--- src/rtl/booth_pkg.sv ---
// Shared definitions for the radix-4 Booth sequential multiplier.
//   state_e       : controller states (IDLE / RUN / DONE)
//   digit_e       : Booth digit selection, one of {0, +1, +2, -1, -2} x multiplicand
//   booth_decode  : maps a 3-bit window {m[1], m[0], m_prev} to a digit
//   n_digits      : number of digits retired per operation
package booth_pkg;

  typedef enum logic [1:0] {
    IDLE = 2'd0,
    RUN  = 2'd1,
    DONE = 2'd2
  } state_e;

  typedef enum logic [2:0] {
    DIG_ZERO = 3'd0,
    DIG_P1   = 3'd1,
    DIG_P2   = 3'd2,
    DIG_M1   = 3'd3,
    DIG_M2   = 3'd4
  } digit_e;

  function automatic digit_e booth_decode(input logic [2:0] win);
    digit_e d;
    case (win)
      3'b001, 3'b010: d = DIG_P1;
      3'b011:         d = DIG_P2;
      3'b100:         d = DIG_M2;
      3'b101, 3'b110: d = DIG_M1;
      default:        d = DIG_ZERO;
    endcase
    return d;
  endfunction

  // Unsigned operands are zero-extended by two bits, which costs one extra
  // digit so the top window sees a zero sign.
  function automatic int n_digits(input int a_w, input logic signed_mode);
    return signed_mode ? (a_w / 2) : (a_w / 2 + 1);
  endfunction

endpackage

--- src/rtl/booth_r4_digit.sv ---
// One radix-4 Booth partial-product generator.
//   win         : {m[1], m[0], m_prev} recoding window
//   mc          : multiplicand
//   signed_mode : 1 = sign-extend mc, 0 = zero-extend mc
//   pp          : selected partial product (0, +-mc, +-2mc), A_W+B_W+2 bits
module booth_r4_digit
  import booth_pkg::*;
#(
  parameter int A_W = 12,
  parameter int B_W = 12
) (
  input  logic [2:0]         win,
  input  logic [B_W-1:0]     mc,
  input  logic               signed_mode,
  output logic [A_W+B_W+1:0] pp
);

  localparam int PW = A_W + B_W + 2;

  logic [PW-1:0] mc_ext;

  always_comb begin
    mc_ext = {{(PW - B_W){signed_mode & mc[B_W-1]}}, mc};
    case (booth_decode(win))
      DIG_P1:  pp = mc_ext;
      DIG_P2:  pp = mc_ext << 1;
      DIG_M1:  pp = -mc_ext;
      DIG_M2:  pp = -(mc_ext << 1);
      default: pp = '0;
    endcase
  end

endmodule

--- src/rtl/booth_r4_seq_mult.sv ---
// Iterative radix-4 Booth multiplier: one Booth digit retired per clock into a
// shared accumulator. Produces the full product and a rounded (half-up),
// saturated Q-format result.
//   clk, rst_n     : clock, asynchronous active-low reset
//   start          : launch; honoured only in IDLE or DONE
//   clear          : synchronous abort to IDLE, keeps last completed outputs
//   signed_mode    : 1 = two's complement, 0 = unsigned (latched with start)
//   mult_1, mult_2 : multiplier (Booth-recoded) and multiplicand
//   busy           : high while digits remain to be retired
//   result         : full A_W+B_W product, held until next completion
//   result_scaled  : round(product / 2^FRAC), clamped to OUT_W bits
//   overflow       : clamp applied to result_scaled
//   result_rdy     : one-cycle pulse in the DONE cycle
//   dbg_state      : current controller state
//
// Handshake: start is a request sampled on a rising edge while the block is in
// IDLE or DONE; it is ignored otherwise. Exactly N edges later result_rdy is
// high for one cycle together with valid result/result_scaled/overflow; there
// is no backpressure. Asserting start in the DONE cycle chains the next
// operation with no idle cycle.
module booth_r4_seq_mult
  import booth_pkg::*;
#(
  parameter int A_W   = 12,
  parameter int B_W   = 12,
  parameter int FRAC  = 11,
  parameter int OUT_W = 12
) (
  input  logic                 clk,
  input  logic                 rst_n,
  input  logic                 start,
  input  logic                 clear,
  input  logic                 signed_mode,
  input  logic [A_W-1:0]       mult_1,
  input  logic [B_W-1:0]       mult_2,
  output logic                 busy,
  output logic [A_W+B_W-1:0]   result,
  output logic [OUT_W-1:0]     result_scaled,
  output logic                 overflow,
  output logic                 result_rdy,
  output logic [1:0]           dbg_state
);

  localparam int W     = A_W + B_W;
  localparam int ACC_W = W + 2;
  localparam int SH_W  = W + 1 - FRAC;
  localparam int CNT_W = $clog2(A_W / 2 + 2);
  localparam logic [W:0] RND =
    (FRAC > 0) ? ((W + 1)'(1) << ((FRAC > 0) ? FRAC - 1 : 0)) : '0;
  localparam logic [OUT_W-1:0] S_MIN = OUT_W'(1) << (OUT_W - 1);
  localparam logic [OUT_W-1:0] S_MAX = ~S_MIN;

  state_e           state;
  logic [ACC_W-1:0] acc;
  logic [A_W+1:0]   mreg;
  logic             m_prev;
  logic [B_W-1:0]   mc;
  logic             smode;
  logic [CNT_W-1:0] cnt;
  logic [CNT_W-1:0] last_cnt;
  logic [ACC_W-1:0] pp;
  logic [ACC_W-1:0] acc_next;

  booth_r4_digit #(
    .A_W(A_W),
    .B_W(B_W)
  ) u_digit (
    .win        ({mreg[1:0], m_prev}),
    .mc         (mc),
    .signed_mode(smode),
    .pp         (pp)
  );

  // Wrap-around above ACC_W is harmless: the true product fits in W bits.
  assign acc_next  = acc + (pp << {cnt, 1'b0});
  assign last_cnt  = CNT_W'(n_digits(A_W, smode) - 1);
  assign dbg_state = state;

  // Rounding and saturation of the product that completes on this edge.
  logic [W:0]       prod_ext;
  logic [W:0]       tmp;
  logic [SH_W-1:0]  sh;
  logic [OUT_W-1:0] scaled;
  logic             sat;

  always_comb begin
    prod_ext = {smode & acc_next[W-1], acc_next[W-1:0]};
    tmp      = prod_ext + RND;
    // tmp is already sign/zero extended, so dropping the low FRAC bits is the
    // arithmetic (signed) or logical (unsigned) shift.
    sh       = tmp[W:FRAC];
    scaled   = sh[OUT_W-1:0];
    sat      = 1'b0;
    if (smode) begin
      if (sh[SH_W-1:OUT_W-1] != {(SH_W - OUT_W + 1){sh[SH_W-1]}}) begin
        sat    = 1'b1;
        scaled = sh[SH_W-1] ? S_MIN : S_MAX;
      end
    end else if (|sh[SH_W-1:OUT_W]) begin
      sat    = 1'b1;
      scaled = '1;
    end
  end

  logic unused_bits;
  assign unused_bits = ^{acc_next[ACC_W-1:W], tmp};

  always_ff @(posedge clk or negedge rst_n) begin
    if (!rst_n) begin
      state         <= IDLE;
      acc           <= '0;
      mreg          <= '0;
      m_prev        <= 1'b0;
      mc            <= '0;
      smode         <= 1'b0;
      cnt           <= '0;
      busy          <= 1'b0;
      result        <= '0;
      result_scaled <= '0;
      overflow      <= 1'b0;
      result_rdy    <= 1'b0;
    end else if (clear) begin
      state      <= IDLE;
      acc        <= '0;
      cnt        <= '0;
      busy       <= 1'b0;
      result_rdy <= 1'b0;
    end else begin
      result_rdy <= 1'b0;
      case (state)
        IDLE, DONE: begin
          busy <= 1'b0;
          if (start) begin
            state  <= RUN;
            acc    <= '0;
            cnt    <= '0;
            mreg   <= {{2{signed_mode & mult_1[A_W-1]}}, mult_1};
            m_prev <= 1'b0;
            mc     <= mult_2;
            smode  <= signed_mode;
          end else begin
            state <= IDLE;
          end
        end
        RUN: begin
          acc    <= acc_next;
          mreg   <= mreg >> 2;
          m_prev <= mreg[1];
          cnt    <= cnt + 1'b1;
          if (cnt == last_cnt) begin
            state         <= DONE;
            busy          <= 1'b0;
            result        <= acc_next[W-1:0];
            result_scaled <= scaled;
            overflow      <= sat;
            result_rdy    <= 1'b1;
          end else begin
            busy <= 1'b1;
          end
        end
        default: begin
          state <= IDLE;
          busy  <= 1'b0;
        end
      endcase
    end
  end

endmodule

--- config.mk ---
export PLATFORM = sky130hd
export DESIGN_NAME = booth_r4_seq_mult
export DESIGN_NICKNAME = d
export VERILOG_FILES = /design/src/rtl/booth_pkg.sv /design/src/rtl/booth_r4_digit.sv /design/src/rtl/booth_r4_seq_mult.sv
export SDC_FILE = /design/constraint.sdc
export NUM_CORES = 1
export LEC_CHECK = 0
export BUFFER_PORTS_ARGS = -buffer_cell sky130_fd_sc_hd__buf_2
export CAP_MARGIN = 10
export CORE_MARGIN = 8
export CORE_UTILIZATION = 30
export CTS_CLUSTER_SIZE = 24
export DETAILED_ROUTE_END_ITERATION = 8
export PLACE_DENSITY = 0.55
export SETUP_SLACK_MARGIN = 0.5
export SYNTH_ARGS = -nofsm -noshare
export SYNTH_HDL_FRONTEND = slang
export SYNTH_SLANG_ARGS = --single-unit
--- constraint.sdc ---
create_clock -name clk -period 7 [get_ports clk]
set_input_delay 0 -clock clk [delete_from_list [all_inputs] [get_ports clk]]
set_output_delay 0 -clock clk [all_outputs]
set_load 0.1 [all_outputs]
Yosys cells after proc, flatten, opt, wreduce, memory -nomap -nowiden
Index checks and enable logic that the tools add are counted.
{ "op_classes": {"n_shift": 1, "add_sub_neg": 6, "muxes": 30, "reduce_logical": 11, "eq_ne": 17, "bitwise": 4} }
{ "op_table": {"columns": ["operator", "count"], "rows": [
  ["$pmux 26 s4", 1],
  ["$mux 26", 2],
  ["$neg 26->26", 2],
  ["$pmux 26 s2", 1],
  ["$mux 12", 4],
  ["$pmux 14 s2", 1],
  ["$add 26x26->26", 1],
  ["$shl 26x4->26", 1],
  ["$add 25x11->25 const B", 1],
  ["$mux 14", 1],
  ["$eq 3x2->1 const B", 4],
  ["$eq 3x3->1 const B", 4],
  ["$mux 1", 12],
  ["$pmux 3 s4", 1],
  ["$reduce_and 3->1", 3],
  ["$reduce_or 2->1", 4],
  ["$eq 3x1->1 const B", 2],
  ["$mux 3", 2],
  ["$ne 3x3->1 const B", 2],
  ["$pmux 3 s2", 1],
  ["$mux 2", 2],
  ["$pmux 2 s2", 1],
  ["$add 3x1->3 const B", 1],
  ["$and 1x1->1", 3],
  ["other kinds (12)", 12]
]} }
{ "word_totals": {"in_bits": 29, "output_inout_bits": 41, "regBits": 98, "word_cells": 81} }

Longest topological paths before layout
Gate-level depths: netlist of run 1.
{ "logic_depth": {"ltp_word": 12, "depth_mapped": 32, "mapped_depth_nobuf": 30} }

Cells and area by module
A second synthesis of run 1 with hierarchy kept.
{ "unflattened": {"hier_cells": 858, "area_unflattened_um2": 7144.4} }
{ "modules_own_cells": {"columns": ["mod", "seq_area_each_um2", "instances", "cells_per_inst", "area_each_um2"], "rows": [
  ["booth_r4_seq_mult", 2377.3, 1, 716, 6248.5],
  ["booth_r4_digit", 0.0, 1, 142, 895.9]
]} }

Least setup slack after synthesis of run 1
Ideal clock, no wire load.
{ "synth_path": {"kind": "register to register", "startpoint": "reg mc[3]", "endpoint": "reg result_scaled[10]", "setup_time_ps": 153, "arrival_time_ps": 5802, "synth_period_minus_slack_ps": 5955, "slack_ps": 1045, "path_stages_with_launch": 30, "path_buffers": 2, "path_cell_list": "dfrtp_1 -> buf_6 -> nor3_4 -> nand2_1 -> or3_1 -> nand2_1 -> xnor2_1 -> a32oi_1 -> o21ai_0 -> o21a_1 -> o21a_1 -> nor2b_1 -> ha_1 -> nand2_1 -> o21ai_0 -> a21oi_1 -> o21ai_0 -> xor2_1 -> ha_1 -> nand4_1 -> nor4_4 -> nand4bb_1 -> clkbuf_1 -> nor2_1 -> xnor2_1 -> nand2_1 -> ha_1 -> o21ai_0 -> a21oi_1 -> a311oi_1"} }
{ "synth_via": {"elab_cells_between_ends": 13} }
{ "synth_lines": {"columns": ["element", "line", "text"], "rows": [
  ["start, declared", "booth_r4_seq_mult.sv:57", "logic [B_W-1:0] mc;"],
  ["start signal, assigned", "booth_r4_seq_mult.sv:139", "mc <= mult_2;"],
  ["$neg 26->26 (on tied branches)", "booth_r4_digit.sv:28, booth_r4_digit.sv:27", null],
  ["$pmux 26 s4 *", "booth_r4_digit.sv:24", "case (booth_decode(win))"],
  ["$shl 26x4->26 *", "booth_r4_seq_mult.sv:75", "assign acc_next = acc + (pp << {cnt, 1'b0});"],
  ["$add 26x26->26 *", "booth_r4_seq_mult.sv:75", null],
  ["via acc_next[11]", "booth_r4_seq_mult.sv:62", "logic [ACC_W-1:0] acc_next;"],
  ["$add 25x11->25 *", "booth_r4_seq_mult.sv:88", "tmp = prod_ext + RND;"],
  ["$ne 2x2->1, or another cell as far along", "booth_r4_seq_mult.sv:95", "if (sh[SH_W-1:OUT_W-1] != {(SH_W - OUT_W + 1){sh[SH_W-1]}}) begin"],
  ["$mux 12 (on tied branches)", "booth_r4_seq_mult.sv:95, booth_r4_seq_mult.sv:99", null],
  ["$mux 12 *", "booth_r4_seq_mult.sv:94", "if (smode) begin"],
  ["end signal, assigned", "booth_r4_seq_mult.sv:154", "result_scaled <= scaled;"],
  ["end, declared", "booth_r4_seq_mult.sv:38", "output logic [OUT_W-1:0] result_scaled,"]
]} }
The timed path passes the listed nets; every way through them passes the cells marked *.
A chain may end at the register's enable or synchronous reset.

Worst setup path after layout of run 1
{ "layout_path": {"startpoint": "reg mc[2]", "endpoint": "reg result_scaled[8]"} }
{ "layout_via": {"elab_chain_len": 9, "elab_cells_between_ends": 13} }
{ "layout_rtl": {"columns": ["element", "line", "text"], "rows": [
  ["$neg 26->26 (on tied branches)", "booth_r4_digit.sv:27, booth_r4_digit.sv:28", null],
  ["$pmux 26 s4 *", "booth_r4_digit.sv:24", null],
  ["$shl 26x4->26 *", "booth_r4_seq_mult.sv:75", null],
  ["$add 26x26->26 *", "booth_r4_seq_mult.sv:75", null],
  ["$and 1x1->1", "booth_r4_seq_mult.sv:87", "prod_ext = {smode & acc_next[W-1], acc_next[W-1:0]};"],
  ["$add 25x11->25 *", "booth_r4_seq_mult.sv:88", null],
  ["$ne 2x2->1, or another cell as far along", "booth_r4_seq_mult.sv:95", null],
  ["$mux 12 (on tied branches)", "booth_r4_seq_mult.sv:95, booth_r4_seq_mult.sv:99", null],
  ["$mux 12 *", "booth_r4_seq_mult.sv:94", null]
]} }
Mark *: on every way between the ends. The rest lies on a longest branch, timed or not.

==> metrics.txt, run 1 <==
outcome complete, no violations; Seq cells post-synth 95; Post-synth EDFFs 0; vias per inst 5.24; slowest CP cell or4_1; vias in the first global route 6,081; Initial DRC Count 448; WL/cell 16.6 µm; total power 3.03 mW; worst skew pair latency 0.35 ns; CTS root buffer clkbuf_16; final count of negative-setup-slack endpoints 0; final hold violation count 0; number of diodes 0; Detail Placement HPWL 14,200 µm; sequential fraction of the synthesis area 35.3%; post-route cell area 8230 µm²; DRC viols 0; worst-path cell chain nor3_4, nand2_4, or3_1, nand2_1, xnor2_1, a22oi_1, o21ai_1, o32a_1, mux2i_2, o22ai_2, ha_1, and3_1, and4_1, o21a_1, or4_1, and2_2, and3_1, and3_1, nand3_1, nor4_2, xnor2_1, ha_4, o41ai_2, a311oi_1; final setup skew 0.00743 ns; worst slew pin tran 0.992 ns; flop-to-flop setup slack 0.86 ns; row cnt 55; RSZ-0062 raised after global routing no; final period demand of the worst path 6.14 ns; fin crit share 87.7%; maximum fanout along the worst path 8; fmax 0.163 GHz; Die Y 166 µm; Hold Path Class input port to async pin; routed via count 6,227; First-pass DRT Iterations 5; commonest non-fill, non-tap cells in the layout nand2_1, dfrtp_1, nor2_1, buf_2, o21ai_0; clock-pin slew on the worst setup and hold paths 0.08 ns; most common flop cell mapped by yosys dfrtp_1; H-tree levels 3; YS warnings 0; CP most frequent cell and3_1; Initial Utilization 30.1%; clock sinks 95; CTS tree yes; Worst Path Arrival 6.35 ns; initial antenna violation count 0; post-synthesis average cell area 8.36 µm²; largest net degree at the start of global routing 56; layout cell share with drive strength beyond 1 21.9%; Mapped Area 6740 µm²; most common cell after layout, fill and taps aside nand2_1; io pins 70; total gr overflow 0; GRT Total Usage 14.4%; Die Area 27,500 µm²; drt total wl 19,800 µm; Netlist cell types 81; Core Region 22,400 µm²; Post-Synthesis Cells 807; WP data required 7.21 ns; setup ws final 0.861 ns; Power Dens Cells 369 nW/µm²; Syn Nets 864; Routed Antenna Nets 0; dpl cell area 7390 µm²; Final Max Slew Viols 0; Peak VDD IR 153 µV; I/O Buffers 69; Slew headroom 33.9%; crit end category flop; Final #Nets 955; area delta synth->final 22.1%; worst r2r src mc[2]; CP peak stage delay 0.51 ns; die width 166 µm; asr flop ratio synth 100%; kind of critical path flop to flop; CTS Buffer Depth 2; worst hold margin 0.193 ns; GP Congestion 0.907; max cap viols 0; Static Leak 3.71 nW; RR Endpoint result_scaled[8]; pre-CTS setup slack 0.369 ns; first-pass GRT wire length 32,800 µm; cts bufs inserted 9; total negative setup slack 0 ns; reg2reg path depth 24; Startpoint Class flop
## metal layers
metal	track usage [%]	share of wire [%]	vias to the layer above
met1	19.4	47	2982
met2	23.3	47	140
met5	0	0	-
li1	-	-	3082
met4	4.70	1.8	0
met3	2.14	4.3	23
## stage by stage
stage / cells / utilization [%]
after CTS: 1177 / 35.7
after floorplan: 807 / -
after global placement: 1131 / 33.0
after global routing: 1188 / 36.8
final: 1188 / 36.8
after detailed placement: 1131 / 33.0
## cell type report
type                       instances  area (µm²)
fill                            2275       14100
clock inverter                     5        41.3
sequential                        95        2380
timing repair buffer             130         878
multi-input combinational        643        4260
tap                              285         357
clock buffer                      11         243
inverter                          19        71.3
## registers in the layout, summed over array words and instances, names as in the netlist
name           flops
acc               24
result            24
mreg              13
mc                12
result_scaled     12
cnt                3
dbg_state          2
busy               1
m_prev             1
overflow           1
result_rdy         1
smode              1
## worst max path at each step
stage	to	slack, ns	start
after floorplan	result_scaled[10]	1.05	mc[3]
after global placement	result_scaled[10]	0.51	mc[3]
after detailed placement	result_scaled[8]	0.37	mc[3]
after CTS	result_scaled[10]	0.51	mc[3]
after global routing	result_scaled[9]	0.50	mc[4]
final	result_scaled[8]	0.86	mc[2]
## logic make-up after synthesis
group	Yosys count	share of synthesized area [%]
AND/OR/NAND/NOR	320	22.3
AO/OA/AOI/OAI	224	22.4
flip-flops	95	35.3
buffers and inverters	69	4.27
XOR/XNOR	41	5.72
multiplexers	30	4.77
adder cells (fa/ha/maj)	28	5.31
## synthesized netlist by cell type (all sizes together), types with 3 or more instances
cell type | number | area (µm²)
clkinv | 3 | 11.3
o21a | 12 | 90.1
dfrtp | 95 | 2380
nor2 | 78 | 293
mux2i | 13 | 130
a31oi | 17 | 106
nor3b | 4 | 30.0
o31ai | 5 | 37.5
mux2 | 17 | 191
inv | 16 | 60.1
a21oi | 42 | 214
nand4 | 7 | 43.8
a311oi | 7 | 67.6
nand2 | 145 | 547
or2 | 6 | 37.5
nand3 | 17 | 85.1
buf | 15 | 85.1
nor4 | 8 | 71.3
a211oi | 13 | 115
o21ai | 61 | 305
ha | 27 | 338
o22ai | 6 | 37.5
clkbuf | 35 | 131
nor2b | 6 | 37.5
and3 | 8 | 50.1
nor3 | 21 | 141
nand2b | 3 | 18.8
a22o | 20 | 176
a221oi | 5 | 43.8
xor2 | 17 | 168
and2 | 4 | 25.0
o211ai | 5 | 37.5
or3 | 3 | 23.8
a22oi | 3 | 22.5
a21o | 7 | 52.6
xnor2 | 24 | 218
## report_power, final
part	switching [mW]	leakage [nW]	internal (mW)	total, mW
sequential	0.0937	1.25	0.619	0.713
clock	0.238	0.132	0.254	0.493
combinational	1.08	2.33	0.750	1.83
total	1.41	3.71	1.62	3.03
## critical path, delay by kind of cell (launching register included)
family / cells / cell delay, ns
AND/OR/NAND/NOR: 12 / 2.81
flip-flops: 1 / 0.47
XOR/XNOR: 2 / 0.37
multiplexers: 1 / 0.25
adder cells (fa/ha/maj): 2 / 0.66
AO/OA/AOI/OAI: 7 / 1.44
## timing repair
action	in CTS	in global routing
gates resized for setup	4	46
hold buffers	29	0
endpoints found under the hold margin	67	0
endpoints found under the setup margin	12	12
buffers inserted	1	11
pin swaps	0	14
Power figures use the tool's default switching activity.
==> run 2, diff against run 1 <==
Clock period 7 ns to 6.7 ns, I/O delays scaled along.
==> run 2 against run 1 <==
Effect of this change: via count up 2.0%; register-to-register slack got worse by 0.19 ns; critical path depth is 1 higher.
==> metrics.txt, run 2 (same netlist as run 1, synthesis figures left out) <==
area of the multi-input gates 4380 µm²; CP most frequent cell ha_4; Pint 1.84 mW; drt total wl 20,300 µm; Hold Path Class input port to async pin; clock-pin slew on the worst setup and hold paths 0.07 ns; RSZ-0062 raised after global routing yes; io pins 70; Detail Placement HPWL 14,400 µm; kind of critical path flop to flop; worst skew pair latency 0.36 ns; worst slew pin tran 0.978 ns; crit end category flop; row cnt 55; Initial Utilization 30.1%; I/O Buffers 69; worst hold margin 0.171 ns; final count of negative-setup-slack endpoints 0; Core Region 22,400 µm²; routed via count 6,351; non-filler cells, final 1,200; Slew headroom 34.8%; Power Dens Cells 397 nW/µm²; cts bufs inserted 9; slowest CP cell or4b_4; Peak VDD IR 157 µV; vias in the first global route 6,109; total negative setup slack 0 ns; area delta synth->final 26.0%; clock sinks 95; Final Max Slew Viols 0; area occupied by registers 2390 µm²; reg2reg path depth 25; vias per inst 5.29; Routed Antenna Nets 0; First-pass DRT Iterations 5; fin util 38.0%; most common cell after layout, fill and taps aside nand2_1; Initial DRC Count 489; Net Sw Power 1.54 mW; final hold violation count 0; top flop regs acc (24), result (24), mreg (13); placed cell count 1,137; DRC viols 0; CTS tree yes; number of diodes 0; fin crit share 90.0%; Die Area 27,500 µm²; total gr overflow 0; outcome complete, no violations; clock network fraction of total power 17.4%; GRT Total Usage 14.6%; flop-to-flop setup slack 0.67 ns; CTS Buffer Depth 2; final setup skew 0.0103 ns; worst r2r src mc[0]; Startpoint Class flop; die width 166 µm; CTS root buffer clkbuf_16; H-tree levels 3; Reg power frac 22.0%; WP data required 6.96 ns; maximum fanout along the worst path 10; Final #Nets 967; Comb pwr share 60.6%; Die Y 166 µm; commonest non-fill, non-tap cells in the layout nand2_1, dfrtp_1, nor2_1, buf_2, o21ai_0; max cap viols 0; # fillers 2,240; final period demand of the worst path 6.03 ns; Static Leak 3.81 nW; layout cell share with drive strength beyond 1 25.8%; largest net degree at the start of global routing 56; fmax 0.166 GHz; initial antenna violation count 0; first-pass GRT wire length 33,200 µm; CP peak stage delay 0.51 ns; Sw Share 45.5%; WL/cell 16.9 µm; total power 3.38 mW; Worst Path Arrival 6.29 ns; GP Congestion 0.917; RR Endpoint result_scaled[10]
==> run 2: worst max path at each step <==
stage                      from           endpoint  slack (ns)  cells past startpoint
final                     mc[0]  result_scaled[10]        0.67                     25
after global placement    mc[3]  result_scaled[10]        0.20                     26
after global routing      mc[2]   result_scaled[0]        0.36                     27
after floorplan           mc[3]  result_scaled[10]        0.75                     29
after detailed placement  mc[3]  result_scaled[10]        0.11                     26
after CTS                 mc[0]   result_scaled[0]        0.50                     25
==> run 2: layout make-up <==
type | count | area share (%)
multi-input cells | 643 | 51.6
flip-flops and latches | 95 | 28.1
repair buffers | 142 | 11.4
well taps | 285 | 4.20
clock buffers | 10 | 2.81
clock inverters | 6 | 1.09
inverters | 19 | 0.839
==> run 2: critical path: cells and delay by family, from the launching register on <==
family	cells	cell delay [ns]
xor+xnor	1	0.32
compound gates	7	1.40
buf+inv	2	0.28
simple gates	12	2.75
flops	1	0.45
fa+ha+maj	3	0.73
==> run 2: metal layers <==
metal | up-vias | track usage, % | wire [µm]
met2 | 135 | 23.9 | 9610
met3 | 31 | 2.52 | 679
li1 | 3102 | - | -
met1 | 3083 | 19.3 | 9550
met5 | - | 0 | 0
met4 | 0 | 4.86 | 469
==> run 2: through the flow <==
| stage | setup slack, ns | cell area (µm²) |
|---|---|---|
| 2_1_floorplan | 0.745 | 6740 |
| 3_3_place_gp | 0.203 | 7430 |
| 3_5_place_dp | 0.113 | 7430 |
| 4_1_cts | 0.502 | 8150 |
| 5_1_grt | 0.360 | 8500 |
| 6_report | 0.668 | 8500 |
==> run 2: power groups by stage <==
stage	combinational, mW	sequential [mW]	clock, mW
3_3_place_gp	1.74	0.753	0
3_5_place_dp	1.73	0.753	0
2_1_floorplan	1.30	0.711	0
4_1_cts	1.82	0.745	0.604
6_report	2.05	0.742	0.588
5_1_grt	2.25	0.754	0.629
==> run 2: what timing repair did <==
| item | 4_1_cts | 5_1_grt |
|---|---|---|
| buffers inserted | 2 | 16 |
| endpoints found under the hold margin | 67 | 0 |
| gates resized for setup | 21 | 64 |
| hold buffers | 29 | 0 |
| setup endpoints to repair | 12 | 12 |
| pin swaps | 1 | 18 |
